**src/rtl/rest_payout_ctrl.sv**
```systemverilog
// Change-payout sequencer: greedy 5/2/1 coin ejection with fixed inter-coin spacing,
// per-denomination inventory counters with saturating refill, and shortfall reporting.
module rest_payout_ctrl #(
  parameter int AW       = 4,
  parameter int CW       = 6,
  parameter int GAP      = 3,
  parameter int INIT_CNT = 10
) (
  input  logic          clk,
  input  logic          rst,
  input  logic          req_valid_i,
  input  logic [AW-1:0] req_amount_i,
  output logic          req_ready_o,
  input  logic          refill5_i,
  input  logic          refill2_i,
  input  logic          refill1_i,
  output logic          ej5_o,
  output logic          ej2_o,
  output logic          ej1_o,
  output logic          done_o,
  output logic          short_o,
  output logic [AW-1:0] owed_o,
  output logic [CW-1:0] cnt5_o,
  output logic [CW-1:0] cnt2_o,
  output logic [CW-1:0] cnt1_o
);

  localparam int GW       = (GAP > 1) ? $clog2(GAP) : 1;
  localparam int GAP_LAST = (GAP > 0) ? GAP - 1 : 0;

  typedef enum logic [2:0] {S_IDLE, S_SELECT, S_PULSE, S_GAP, S_DONE} state_e;

  state_e        state_q, state_d;
  logic [AW-1:0] owed_q, owed_d;
  logic [CW-1:0] cnt5_q, cnt5_d, cnt2_q, cnt2_d, cnt1_q, cnt1_d;
  logic [GW-1:0] gap_q, gap_d;
  logic [2:0]    ej_q, ej_d;
  logic          done_q, done_d, short_q, short_d, ready_q, ready_d;
  logic [AW-1:0] coin_val;

  // Refill and eject in the same cycle cancel; refill saturates at all-ones.
  function automatic logic [CW-1:0] inv_next(input logic [CW-1:0] c, input logic add,
                                             input logic sub);
    logic [CW-1:0] r;
    r = c;
    if (add && !sub) begin
      if (c != {CW{1'b1}}) r = c + CW'(1);
      else                 r = c;
    end else if (sub && !add) begin
      r = c - CW'(1);
    end else begin
      r = c;
    end
    return r;
  endfunction

  always_comb begin
    if (ej_q[2])      coin_val = AW'(5);
    else if (ej_q[1]) coin_val = AW'(2);
    else              coin_val = AW'(1);
  end

  // Next-state logic; ej/done/ready are registered from the next state so they align with it.
  always_comb begin
    state_d = state_q;
    owed_d  = owed_q;
    short_d = short_q;
    gap_d   = gap_q;
    ej_d    = 3'b000;
    case (state_q)
      S_IDLE: begin
        if (req_valid_i && ready_q) begin
          owed_d  = req_amount_i;
          short_d = 1'b0;
          if (req_amount_i == '0) state_d = S_DONE;
          else                    state_d = S_SELECT;
        end else begin
          state_d = S_IDLE;
        end
      end
      S_SELECT: begin
        if (owed_q >= AW'(5) && cnt5_q != '0)      ej_d = 3'b100;
        else if (owed_q >= AW'(2) && cnt2_q != '0) ej_d = 3'b010;
        else if (cnt1_q != '0)                     ej_d = 3'b001;
        else                                       ej_d = 3'b000;
        if (ej_d != 3'b000) begin
          state_d = S_PULSE;
        end else begin
          state_d = S_DONE;
          short_d = 1'b1;
        end
      end
      S_PULSE: begin
        owed_d = owed_q - coin_val;
        gap_d  = '0;
        if (GAP > 0)            state_d = S_GAP;
        else if (owed_d == '0)  state_d = S_DONE;
        else                    state_d = S_SELECT;
      end
      S_GAP: begin
        if (gap_q == GW'(GAP_LAST)) begin
          if (owed_q == '0) state_d = S_DONE;
          else              state_d = S_SELECT;
        end else begin
          gap_d = gap_q + GW'(1);
        end
      end
      S_DONE:  state_d = S_IDLE;
      default: state_d = S_IDLE;
    endcase
    done_d  = (state_d == S_DONE);
    ready_d = (state_d == S_IDLE);
    cnt5_d  = inv_next(cnt5_q, refill5_i, ej_q[2]);
    cnt2_d  = inv_next(cnt2_q, refill2_i, ej_q[1]);
    cnt1_d  = inv_next(cnt1_q, refill1_i, ej_q[0]);
  end

  always_ff @(posedge clk or posedge rst) begin
    if (rst) begin
      state_q <= S_IDLE;
      owed_q  <= '0;
      short_q <= 1'b0;
      gap_q   <= '0;
      ej_q    <= 3'b000;
      done_q  <= 1'b0;
      ready_q <= 1'b1;
      cnt5_q  <= CW'(INIT_CNT);
      cnt2_q  <= CW'(INIT_CNT);
      cnt1_q  <= CW'(INIT_CNT);
    end else begin
      state_q <= state_d;
      owed_q  <= owed_d;
      short_q <= short_d;
      gap_q   <= gap_d;
      ej_q    <= ej_d;
      done_q  <= done_d;
      ready_q <= ready_d;
      cnt5_q  <= cnt5_d;
      cnt2_q  <= cnt2_d;
      cnt1_q  <= cnt1_d;
    end
  end

  assign req_ready_o = ready_q;
  assign ej5_o       = ej_q[2];
  assign ej2_o       = ej_q[1];
  assign ej1_o       = ej_q[0];
  assign done_o      = done_q;
  assign short_o     = short_q;
  assign owed_o      = owed_q;
  assign cnt5_o      = cnt5_q;
  assign cnt2_o      = cnt2_q;
  assign cnt1_o      = cnt1_q;

endmodule

```
**config.mk**
```make
export PLATFORM = sky130hd
export DESIGN_NAME = rest_payout_ctrl
export DESIGN_NICKNAME = d
export VERILOG_FILES = /design/src/rtl/rest_payout_ctrl.sv
export SDC_FILE = /design/constraint.sdc
export NUM_CORES = 1
export LEC_CHECK = 0
export CORE_MARGIN = 5
export CORE_UTILIZATION = 65
export DETAILED_ROUTE_END_ITERATION = 12
export DONT_BUFFER_PORTS = 1
export GPL_TIMING_DRIVEN = 0
export PLACE_DENSITY = 0.84
export SYNTH_ARGS = -nofsm -noshare
export SYNTH_HDL_FRONTEND = slang
export SYNTH_SLANG_ARGS = --single-unit
```
**constraint.sdc**
```tcl
create_clock -name clk -period 4.9 [get_ports clk]
set_input_delay 0.49 -clock clk [delete_from_list [all_inputs] [get_ports clk]]
set_output_delay 0.49 -clock clk [all_outputs]
set_load 0.02 [all_outputs]
```
==> results.md <==
- Status: complete, no violations
- Post-Syn Area per Cell: 10.4 µm²
- Number of top-level pins: 38
- Switching Power: a little over 800 µW
- Final Core Density: 73.7%
- Aggregate global routing overflow: 0
- Clock transition at the registers of the reported paths: 0.10 ns
- Final Setup Violations: 0
- Final nets: 241
- Combinational fraction of design power: between 40% and 50%
- Worst R2R Setup Slack: 2.63 ns
- Die height: 66.8 µm
- Drt first pass iters: 4
- Max cap viols: 0
- Nets in the synthesized netlist: between 200 and 250
- Post-DP HPWL: approximately 3300 µm
- Post-synth ARST share: 100%
- Routed vias/inst: approximately 6.2
- Aggregate routed wire length: roughly 4200 µm
- End of the worst register-to-register path: cnt1_o[5]$_DFFE_PP0P_
- Main flop type after synthesis: dfrtp_1
- Row cnt: 20
- Remaining design rule violation count: 0
- Number of buffers created by CTS: 5
- X dimension of the die: ~67 µm
- Worst slack at placement: 2.67 ns
- Time the worst path needs with I/O delays and setup: 2.27 ns
- Synth warn: 0
- Worst min-delay path category: in2reg
- Simple-Gate Fraction of Synth Area: between 15 and 20%
- Cell leakage power: between 0.0009 and 0.001 µW
- WL/cell: 16.5 µm
- Synth Cell Area: 2100 µm²
- Final worst slack: 2.63 ns
- TNS Setup: 0 ns
- Worst Max-Slew Pin Slew: 0.478 ns
- First-pass GRT wire length: between 7000 and 8000 µm
- Cells resized by post-CTS repair: 0
- Sequential-to-total area share from yosys stat: 39.7%
- # fillers: approximately 230
- Count of inserted antenna diode cells: 0
- Cell internal pwr: around 950 µW
- Max-slew violation total from the final report: 0
- Count of distinct cell types in the synthesized netlist: 38
- Placeable core area: 3080 µm²
- Final clock skew: ~0.011 ns
- Sequential group share of total power: a little over two fifths
- Clock insertion delay at the later pin of the skew report: 0.35 ns
- Hold path endpoint: owed_o[2]$_DFFE_PP0P_
- Count of placed standard cells in the final layout, fillers left out: 256
- Dominant combinational cell family by area after synthesis: simple AND/OR/NAND/NOR gates
- Startpoint of the worst-slack reg-to-reg timing path: ej_q[0]$_DFF_PP0_
- Part of the cycle the worst path needs: between 40% and 50%
- Worst-case reg-to-reg path depth: 7
- Area used by sequential logic in the layout: 835 µm²
- Cell count after synthesis: 202
- Max transition margin: about two thirds
- Count of clock tree sinks: 33
- Initial standard-cell utilization of the core: roughly 68%
- Net Sw Frac: 46.1%
- Vias post-DR: 1,595
- Share of cell area taken by muxes after synthesis: 8.76%
- Synth Area in Adders: 13.3%
- Synthesized-area fraction occupied by ao, oa, aoi and oai cells: 15.1%
- Layout cells sized above 1: 15.6%
- Total design power: 1770 µW
- Worst Path Required: 5.17 ns
- Antenna Violating Nets Remaining: 0
- Critical path arrival: 2.54 ns
- Hold path depth: 2
- Number of antenna violations at the first check in global routing: 0
- Clock buffer depth: 2
- Nature of the critical path endpoint: flop
- Routability Congestion: roughly 0.9
- Hold_sp: req_amount_i[2]
- Die outline area: roughly 4500 µm²
- CP Max Fanout: 7
- Max frequency: 440 MHz
- Post-synthesis xor/xnor area fraction: 5.42%
- CTS tree: built
- RSZ-0062 raised after global routing: false
- Crit Path Class: reg2reg
- Largest net degree at the start of global routing: 34
- EDFF count, synth: 0
- Total number of H-tree levels: 2
- Number of setup buffers added after CTS: 0
- Number of DRC markers after the initial detailed-route iteration: roughly 130
- Clock root buffer: clkbuf_4
- Clock share of power: 12.2%
- Worst vdd ir: 531 µV
- Kind of launch point of the worst setup path: flop
- Flip-flop and latch count after synthesis: 33
- Vias in the first global route: 1,622
- Final Hold Viols: 0
- Area growth syn-to-layout: 8.11%
- Cell count after placement: roughly 250
- Power density normalized to cell area: 778 nW/µm²
- Port buffer count: 0
- Area taken by multi-input logic gates: 1240 µm²
- Global-route usage over all layers: between 20 and 25%
layout by cell type (no fill, tap or decap), types with 4 or more instances in the layout:
cell / count
a21o_1: 6
dfstp_2: 7
ha_1: 16
a21oi_1: 14
inv_1: 5
mux2i_1: 6
xor2_1: 6
mux2_2: 11
nand4_1: 4
o21ai_0: 10
nand2_1: 20
clkbuf_4: 5
dfrtp_1: 26
nand2b_1: 8
nor2_1: 18
xnor2_1: 7
a211oi_1: 5
fa_1: 4
cell type report:
class                   instances  share of cell area [%]
inverters                       6                   0.992
flip-flops and latches         33                    36.8
well taps                      44                    2.43
repair buffers                  2                    1.32
clock inverters                 1                    1.32
multi-input cells             163                    54.7
clock buffers                   7                    2.43
critical path: stages, from the launching register on:
cell and delay (ns):
dfrtp_1 0.50, nand2b_1 0.32, ha_1 0.35, a211oi_1 0.23, o21ai_0 0.13, o21ai_0 0.17, mux2_2 0.38, mux2i_1 0.11
synth_stat cells, types with 4 or more instances:
library cell | count | area, µm²
a211oi_1 | 5 | 37.5
nand4_1 | 4 | 25.0
a21oi_1 | 14 | 70.1
mux2i_1 | 6 | 60.1
a21o_1 | 6 | 45.0
dfstp_2 | 7 | 184
mux2_2 | 11 | 124
dfrtp_1 | 26 | 651
inv_1 | 6 | 22.5
xor2_1 | 6 | 52.6
nor2_1 | 18 | 67.6
o21ai_0 | 10 | 50.1
xnor2_1 | 7 | 61.3
ha_1 | 16 | 200
fa_1 | 4 | 80.1
nand2b_1 | 8 | 50.1
nand2_1 | 20 | 75.1
stage by stage:
stage                     area (µm²)  hold WS [ns]
after CTS                       2240         0.304
after detailed placement        2150         0.485
after floorplan                 2100         0.452
final                           2270         0.304
after global placement          2150         0.469
after global routing            2270         0.282
repair_timing:
item	4_1_cts	5_1_grt
hold endpoints to repair	0	6
setup endpoints to repair	0	0
hold buffers	0	1
cell families after synthesis:
group | count (synthesis)
buf+inv | 6
fa+ha+maj | 20
simple gates | 65
compound gates | 48
flops | 33
xor+xnor | 13
mux | 17
power groups by stage:
| stage | combinational (µW) | clock, µW | sequential, µW |
|---|---|---|---|
| after floorplan | 666 | 0 | 701 |
| after global placement | 737 | 0 | 753 |
| after detailed placement | 792 | 0 | 760 |
| after CTS | 800 | 222 | 755 |
| after global routing | 907 | 237 | 780 |
| final | 799 | 215 | 752 |
sequential cells by signal, indices dropped and copies added, names as in the netlist:
register and cells:
ej_q 3, owed_o 4, cnt5_o 6, req_ready_o 1, done_o 1, gap_q 2
cnt2_o 6, state_q 3, cnt1_o 6, short_o 1
routing by layer:
metal / up-vias / wire length (µm) / global-route usage, %
met5: - / 0 / 0
met4: 0 / 87 / 8.12
met3: 12 / 305 / 8.26
met2: 50 / 2140 / 35.3
met1: 770 / 1690 / 25.9
li1: 763 / - / -
worst max path at each step:
stage	startpoint	slack [ns]	endpoint	depth (start not counted)
final	ej_q[0]$_DFF_PP0_	2.63	cnt1_o[5]$_DFFE_PP0P_	7
after CTS	ej_q[0]$_DFF_PP0_	2.63	cnt1_o[5]$_DFFE_PP0P_	7
after detailed placement	ej_q[0]$_DFF_PP0_	2.67	cnt1_o[5]$_DFFE_PP0P_	7
after floorplan	ej_q[1]$_DFF_PP0_	2.90	cnt2_o[5]$_DFFE_PP0P_	7
after global routing	ej_q[1]$_DFF_PP0_	2.46	cnt2_o[5]$_DFFE_PP0P_	7
after global placement	ej_q[1]$_DFF_PP0_	2.73	cnt2_o[5]$_DFFE_PP0P_	7
(Power assumes the default switching activity.)
